File: src/rtl/bcd_serial_addsub_pkg.sv
// Shared definitions for the digit-serial BCD adder/subtractor.
// Holds the FSM encoding, BCD constants and the 9's-complement helper.
package bcd_serial_addsub_pkg;

    typedef enum logic [1:0] {
        ST_IDLE = 2'd0,
        ST_RUN  = 2'd1,
        ST_DONE = 2'd2
    } state_t;

    localparam logic [3:0] BCD_NINE = 4'd9;
    localparam logic [3:0] BCD_CORR = 4'd6;

    function automatic logic [3:0] nines_comp(input logic [3:0] d);
        return BCD_NINE - d;
    endfunction

endpackage

File: src/rtl/bcd_digit_add.sv
// Single-digit BCD adder, purely combinational (zero latency).
// No handshake; the result follows the inputs within the same cycle.
module bcd_digit_add
    import bcd_serial_addsub_pkg::*;
(
    input  logic [3:0] a,
    input  logic [3:0] b,
    input  logic       cin,
    output logic [3:0] sum,
    output logic       cout
);

    logic [4:0] raw;

    always_comb begin
        raw  = {1'b0, a} + {1'b0, b} + {4'd0, cin};
        sum  = raw[3:0];
        cout = 1'b0;
        if (raw > {1'b0, BCD_NINE}) begin
            sum  = raw[3:0] + BCD_CORR;
            cout = 1'b1;
        end
    end

endmodule

File: src/rtl/bcd_serial_addsub.sv
// DIGITS-wide BCD add/subtract, one digit per cycle; done arrives DIGITS+1 cycles after start.
// start is ignored while busy (RUN or DONE); there is no queuing of requests.
module bcd_serial_addsub
    import bcd_serial_addsub_pkg::*;
#(
    parameter int DIGITS = 4
) (
    input  logic                  clk,
    input  logic                  rst,
    input  logic                  start,
    input  logic                  sub,
    input  logic                  cin,
    input  logic [4*DIGITS-1:0]   a,
    input  logic [4*DIGITS-1:0]   b,
    output logic [4*DIGITS-1:0]   sum,
    output logic                  cout,
    output logic                  busy,
    output logic                  done,
    output logic                  invalid
);

    localparam int W  = 4 * DIGITS;
    localparam int IW = $clog2(DIGITS + 1);

    state_t          state, state_nxt;
    logic [W-1:0]    a_sh, b_sh, acc, b_cap;
    logic [IW-1:0]   idx;
    logic            carry, inv_lat, inv_in, digits_done;
    logic [3:0]      dsum;
    logic            dcout;

    // Validation uses the raw operands; complementing only affects the adder path.
    always_comb begin
        inv_in = 1'b0;
        b_cap  = '0;
        for (int i = 0; i < DIGITS; i++) begin
            if (a[4*i +: 4] > BCD_NINE || b[4*i +: 4] > BCD_NINE)
                inv_in = 1'b1;
            b_cap[4*i +: 4] = sub ? nines_comp(b[4*i +: 4]) : b[4*i +: 4];
        end
    end

    assign digits_done = (idx == IW'(DIGITS));

    bcd_digit_add u_digit (
        .a    (a_sh[3:0]),
        .b    (b_sh[3:0]),
        .cin  (carry),
        .sum  (dsum),
        .cout (dcout)
    );

    always_ff @(posedge clk or posedge rst) begin
        if (rst) state <= ST_IDLE;
        else     state <= state_nxt;
    end

    always_comb begin
        state_nxt = state;
        case (state)
            ST_IDLE: if (start)       state_nxt = ST_RUN;
            ST_RUN:  if (digits_done) state_nxt = ST_DONE;
            ST_DONE:                  state_nxt = ST_IDLE;
            default:                  state_nxt = ST_IDLE;
        endcase
    end

    always_comb begin
        busy = (state == ST_RUN) || (state == ST_DONE);
        done = (state == ST_DONE);
    end

    always_ff @(posedge clk or posedge rst) begin
        if (rst) begin
            a_sh    <= '0;
            b_sh    <= '0;
            acc     <= '0;
            idx     <= '0;
            carry   <= 1'b0;
            inv_lat <= 1'b0;
            sum     <= '0;
            cout    <= 1'b0;
            invalid <= 1'b0;
        end else begin
            case (state)
                ST_IDLE: if (start) begin
                    a_sh    <= a;
                    b_sh    <= b_cap;
                    carry   <= sub | cin;
                    acc     <= '0;
                    idx     <= '0;
                    inv_lat <= inv_in;
                end
                ST_RUN: if (!digits_done) begin
                    // Digits enter at the top so digit 0 lands at the bottom after DIGITS shifts.
                    a_sh  <= a_sh >> 4;
                    b_sh  <= b_sh >> 4;
                    acc   <= (acc >> 4) | (W'(dsum) << (W - 4));
                    carry <= dcout;
                    idx   <= idx + 1'b1;
                end else begin
                    sum     <= inv_lat ? '0 : acc;
                    cout    <= inv_lat ? 1'b0 : carry;
                    invalid <= inv_lat;
                end
                default: ;
            endcase
        end
    end

endmodule

File: config.mk
export PLATFORM = sky130hd
export DESIGN_NAME = bcd_serial_addsub
export DESIGN_NICKNAME = d
export VERILOG_FILES = /design/src/rtl/bcd_serial_addsub_pkg.sv /design/src/rtl/bcd_digit_add.sv /design/src/rtl/bcd_serial_addsub.sv
export SDC_FILE = /design/constraint.sdc
export NUM_CORES = 1
export LEC_CHECK = 0
export BUFFER_PORTS_ARGS = -buffer_cell sky130_fd_sc_hd__buf_2
export CAP_MARGIN = 0
export CELL_PAD_IN_SITES_DETAIL_PLACEMENT = 0
export CELL_PAD_IN_SITES_GLOBAL_PLACEMENT = 1
export CORE_MARGIN = 4
export CORE_UTILIZATION = 44
export DETAILED_ROUTE_END_ITERATION = 12
export GPL_TIMING_DRIVEN = 0
export PLACE_DENSITY = 0.88
export SLEW_MARGIN = 15
export SYNTH_ARGS = -nofsm -noshare
export SYNTH_HDL_FRONTEND = slang
export SYNTH_SLANG_ARGS = --single-unit
File: constraint.sdc
create_clock -name clk -period 3.4 [get_ports clk]
set_clock_uncertainty 0.05 [all_clocks]
set_input_delay 0.17 -clock clk [delete_from_list [all_inputs] [get_ports clk]]
set_output_delay 0.17 -clock clk [all_outputs]
set_load 0.02 [all_outputs]
# Yosys cells after proc, flatten, opt, wreduce, memory -nomap -nowiden
# Index checks and enable logic that the tools add are counted.
totals:
  reg_bits: 73
  in_bits: 37
  output_inout_bits: 20
  elab_cells: 76
op_classes:
  n_addsub: 8
  magnitude_cmp: 9
  eq_ne: 6
  n_mux: 30
  bitwise_logic: 2
  reduce_logical: 11
op_table:
  columns: ["cell", "n"]
  rows:
  - ["$mux W16", 7]
  - ["$pmux W16 S2", 3]
  - ["$gt A4 B4 Y1 const B", 8]
  - ["$mux W4", 5]
  - ["$or A12 B16 Y16", 1]
  - ["$sub A4 B4 Y4 const A", 4]
  - ["$mux W1", 8]
  - ["$mux W3", 2]
  - ["$ne A2 B2 Y1 const B", 3]
  - ["$pmux W3 S2", 1]
  - ["$reduce_and A2 Y1", 3]
  - ["$add A4 B4 Y5", 1]
  - ["$add A5 B1 Y5", 1]
  - ["$gt A5 B4 Y1 const B", 1]
  - ["$logic_or A1 B1 Y1", 5]
  - ["$add A4 B3 Y4 const B", 1]
  - ["$mux W2", 2]
  - ["$pmux W2 S2", 1]
  - ["$add A3 B1 Y3 const B", 1]
  - ["$eq A3 B3 Y1 const B", 1]
  - ["$reduce_and A3 Y1", 1]
  - ["$eq A2 B1 Y1 const B", 1]
  - ["$eq A2 B2 Y1 const B", 1]
  - ["$logic_not A2 Y1", 1]
  - ["other kinds (3)", 3]

# Longest topological paths before layout
logic_depth:
  ltp_word: 7
  depth_mapped: 10

# Cells and area by module
# A second synthesis with hierarchy kept.
unflattened:
  hier_cells: 325
  hier_area_um2: 3749.8
by_module_without_submodules:
  columns: ["module", "instances", "cells_per_inst", "area_per_inst_um2"]
  rows:
  - ["bcd_serial_addsub", 1, 303, 3538.4]
  - ["bcd_digit_add", 1, 22, 211.5]

# Worst setup path before layout
# OpenSTA, ideal clock, no wires.
synth_path:
  kind: "reg2reg"
  startpoint: "register a_sh[0]"
  endpoint: "register acc[14]"
  arrival_ps: 2422
  required_ps: 3226
  path_slack_ps: 804
  path_stages_with_launch: 11
  path_cell_list: "dfrtp_1 fa_1 fa_1 xor2_2 inv_1 ha_1 inv_1 o22ai_2 nor3_2 o22ai_1 a211o_1"
synth_between:
  elab_chain_len: 7
synth_lines:
  columns: ["item", "line", "text"]
  rows:
  - ["start, declared", "bcd_serial_addsub.sv:26", "logic [W-1:0] a_sh, b_sh, acc, b_cap;"]
  - ["start signal, assigned", "bcd_serial_addsub.sv:96", "a_sh <= a_sh >> 4;"]
  - ["$add A4 B4 Y5 (*)", "bcd_digit_add.sv:16", "raw = {1'b0, a} + {1'b0, b} + {4'd0, cin};"]
  - ["$add A5 B1 Y5 (*)", "bcd_digit_add.sv:16", null]
  - ["$add A4 B3 Y4 or $gt A5 B4 Y1 (tied branches)", "bcd_digit_add.sv:20, bcd_digit_add.sv:19", null]
  - ["$mux W4 (*)", "bcd_digit_add.sv:19", "if (raw > {1'b0, BCD_NINE}) begin"]
  - ["$or A12 B16 Y16 (*)", "bcd_serial_addsub.sv:98", "acc <= (acc >> 4) | (W'(dsum) << (W - 4));"]
  - ["$mux W16 (*)", "bcd_serial_addsub.sv:94", "ST_RUN: if (!digits_done) begin"]
  - ["$pmux W16 S2 (*)", "bcd_serial_addsub.sv:85", "case (state)"]
  - ["end signal, assigned", "bcd_serial_addsub.sv:98", null]
  - ["end, declared", "bcd_serial_addsub.sv:26", null]
# Mark *: on every way between the ends. The rest lies on a longest branch, timed or not. The select of a mux whose other input is x is not followed.
# A chain may end at the register's enable or synchronous reset.

# Worst setup path after layout
# Same ends and word-level chain as after synthesis.

==> results.md <==
* Status: finished clean
* HPWL Detailed at 5.93 mm
* Vias at 2810
* Xor and xnor area share after synthesis at 2.64%
* Largest net degree at the start of global routing at 41
* Post-placement cell count at 522
* Post-Synthesis Cells at 363
* Crit path capture type: flip-flop
* Largest family of logic cells by synthesized area: compound AO/OA/AOI/OAI gates
* DRC violations left at 0
* Initial antenna violation count at 0
* First-pass GRT wire length at 13.6 mm
* CP required at 3.57 ns
* Chip width at 98.5 um
* Wirelength per Cell at 14.5 um
* Post-synth top flop: dfrtp_1
* Worst path depth at 10
* Data arrival time of the critical path at 3.01 ns
* R2R depth at 10
* Mux cell area share after synthesis at 5.90%
* Worst skew pair latency at 0.34 ns
* Share of the clock period used by the worst path at 83.6%
* Final Hold Viols at 0
* GR Overflow Total at 0
* Cts bufs inserted at 9
* Synth Area in Compound Gates at 17.0%
* WL final at 7.82 mm
* Setup_tns at 0 ns
* Crit-path max cell delay at 0.46 ns
* Area Overhead vs Synth at 17.3%
* Post_cts resized at 0
* Tmin final at 2.84 ns
* Die Ht at 98.5 um
* MaxCap Viol Count at 0
* Max Slew Vio Count at 0
* Syn avg cell area at 9.94 sq um
* Post-Syn Area at 0.00361 sq mm
* Core Area at 0.00785 sq mm
* Root buffer cell: clkbuf_8
* Static Leak at 2.08 nW
* Worst hold path type: primary input to flip-flop
* M1 WL at 3.43 mm
* Hold depth at 2
* Final-report setup violation count at 0
* Unique cell type count in the Yosys netlist at 37
* Vias in the first global route at 2925
* Synthesized Nets at 416
* Share of layout cells above drive strength 1 at 21.2%
* Cell area power density at 1040 mW/mm^2
* Sequential cell area fraction in the yosys report at 50.6%
* CP Launch Point: a_sh[0]$_DFFE_PP0P_
* Worst-Margin Slew at 0.774 ns
* First-pass DRT Iterations at 6
* DRT iter0 DRCs at 76
* Crit-path max FO at 4
* Clock-pin transition on the worst setup and hold timing paths at 0.08 ns
* Top Layer Used: met4
* Port bufs at 56
* Met3 WL at 432 um
* HP Start: a[15]
* GRT Total Usage at 17.1%
* Fin cells at 540
* CTS tree: yes
* CP Launch Type: flip-flop
* Clock Path Buffers at 2
* WL met2 at 3.82 mm
* R2R Path Start: a_sh[0]$_DFFE_PP0P_
* Crit path max-delay cell type: fa_1
* RSZ-0062 raised after global routing: no
* Number of diodes at 0
* Fillers at 765
* H-tree depth reported by CTS at 3
* Initial core utilization at 46.0%
* Worst hold margin at 0.0145 ns
* Detail Route Antenna Nets at 0
* Top delay family on crit path: adder cells
* Routed vias/inst at 5.20
* EDFF count, synth at 0
* CTS Sinks at 73
* Flops & latches, synth at 73
* Routability cong. at 0.805
* Max Clock Freq at 352 MHz
* DIE AREA at 0.00971 sq mm
* Peak supply drop at 0.000434 V
* Io pins at 57
* Row cnt at 32
* CP bufs+invs at 2
* Fraction of registers with async set or reset after synthesis at 100%
* Rel. slew slack at 48.4%
* Critical path type: flip-flop to flip-flop
* Synthesis warning total at 0
* Nets@finish at 486
* Post-Synth Adder-Cell Area at 5.97%
* Worst path cell trace: fa_1, fa_1, xor2_2, inv_1, ha_1, inv_1, o22ai_2, nor3_2, o22ai_1, a211o_1
* Synth Area in Simple Gates at 13.5%
[synthesized netlist by cell type, types with 2 or more instances]
library cell,count,area [sq um]
nand4_1,2,12.5
xor2_1,4,35.0
nor3_1,2,10.0
and3_1,2,12.5
xnor2_1,5,43.8
a22o_1,21,184
mux2i_1,19,190
clkbuf_1,11,41.3
nand2b_1,19,119
ha_1,14,175
dfrtp_1,73,1830
nand3_1,5,25.0
nor2_1,14,52.6
fa_1,2,40.0
mux2_2,2,22.5
a21oi_1,13,65.1
buf_2,8,40.0
a21o_2,2,17.5
inv_1,18,67.6
nand2_1,55,206
o21ai_0,56,280
[metal layers]
| metal | vias to the layer above | global-route usage (%) |
|---|---|---|
| met5 | - | 0 |
| met4 | 0 | 4.83 |
| met3 | 14 | 4.60 |
| met2 | 71 | 29.4 |
| met1 | 1343 | 21.3 |
| li1 | 1382 | - |
[cells by family (layout without fill, tap and decap cells)]
logic type      Yosys count  after routing
simple gates            105            105
mux                      21             21
buf+inv                  39            114
xor+xnor                 10             10
fa+ha+maj                16             16
compound gates           99             99
flops                    73             73
[cell type report]
| cell class | count | area, sq um | share of cell area, % |
|---|---|---|---|
| clock inverter | 5 | 31.3 | 0.739 |
| buffer | 21 | 92.6 | 2.19 |
| sequential | 73 | 1830 | 43.2 |
| inverter | 18 | 70.1 | 1.66 |
| clock buffer | 11 | 141 | 3.34 |
| tap | 102 | 128 | 3.02 |
| timing repair buffer | 59 | 320 | 7.57 |
| multi-input combinational | 251 | 1620 | 38.3 |
[through the flow]
stage / area (sq um) / total power, W / worst slack [ns] / utilization, %
after global routing: 4230 / 0.00478 / 0.361 / 53.9
after CTS: 4230 / 0.00443 / 0.570 / 53.9
after detailed placement: 4040 / 0.00383 / 0.586 / 51.5
after floorplan: 3610 / 0.00320 / 0.804 / -
final: 4230 / 0.00440 / 0.559 / 53.9
after global placement: 4020 / 0.00374 / 0.500 / 51.2
[sequential cells by signal, indices dropped and copies added (netlist names)]
| signal | flops |
|---|---|
| idx | 3 |
| b_sh | 16 |
| state | 2 |
| carry | 1 |
| invalid | 1 |
| a_sh | 16 |
| acc | 16 |
| inv_lat | 1 |
| sum | 16 |
| cout | 1 |
[layout by cell type (no fill, tap or decap), types with 2 or more instances in the layout]
master / netlist / routed
clkbuf_8: 0 / 10
mux2_2: 2 / 2
and3_1: 2 / 2
a21o_2: 2 / 2
xor2_1: 4 / 4
mux2i_1: 19 / 19
nand4_1: 2 / 2
nand2_1: 55 / 55
nor2_1: 14 / 14
nor3_1: 2 / 2
fa_1: 2 / 2
clkbuf_1: 11 / 12
xnor2_1: 5 / 5
inv_1: 18 / 17
a21oi_1: 13 / 13
dlygate4sd3_1: 0 / 2
o21ai_0: 56 / 56
clkinv_2: 0 / 3
nand2b_1: 19 / 19
nand3_1: 5 / 5
buf_2: 8 / 64
a22o_1: 21 / 21
dfrtp_1: 73 / 73
ha_1: 14 / 14
[what timing repair did]
item / 4_1_cts / 5_1_grt
hold endpoints to repair: 34 / 0
hold buffers: 2 / 0
buffers inserted: 0 / 0
[worst paths after layout]
path,to,slack [ns]
worst max-delay path,acc[14]$_DFFE_PP0P_,0.56
worst min-delay path,a_sh[15]$_DFFE_PP0P_,0.01
worst max register to register,acc[14]$_DFFE_PP0P_,0.56
worst min register to register,sum[10]$_DFFE_PP0P_,0.42
max in group asynchronous,b_sh[0]$_DFFE_PP0P_,2.41
min in group asynchronous,a_sh[9]$_DFFE_PP0P_,0.34
[power by group]
part	internal, W	switching [W]
Combinational	0.000928	0.00138
Clock	0.000283	0.000320
Sequential	0.00125	0.000234
Power figures use the tool's default switching activity.
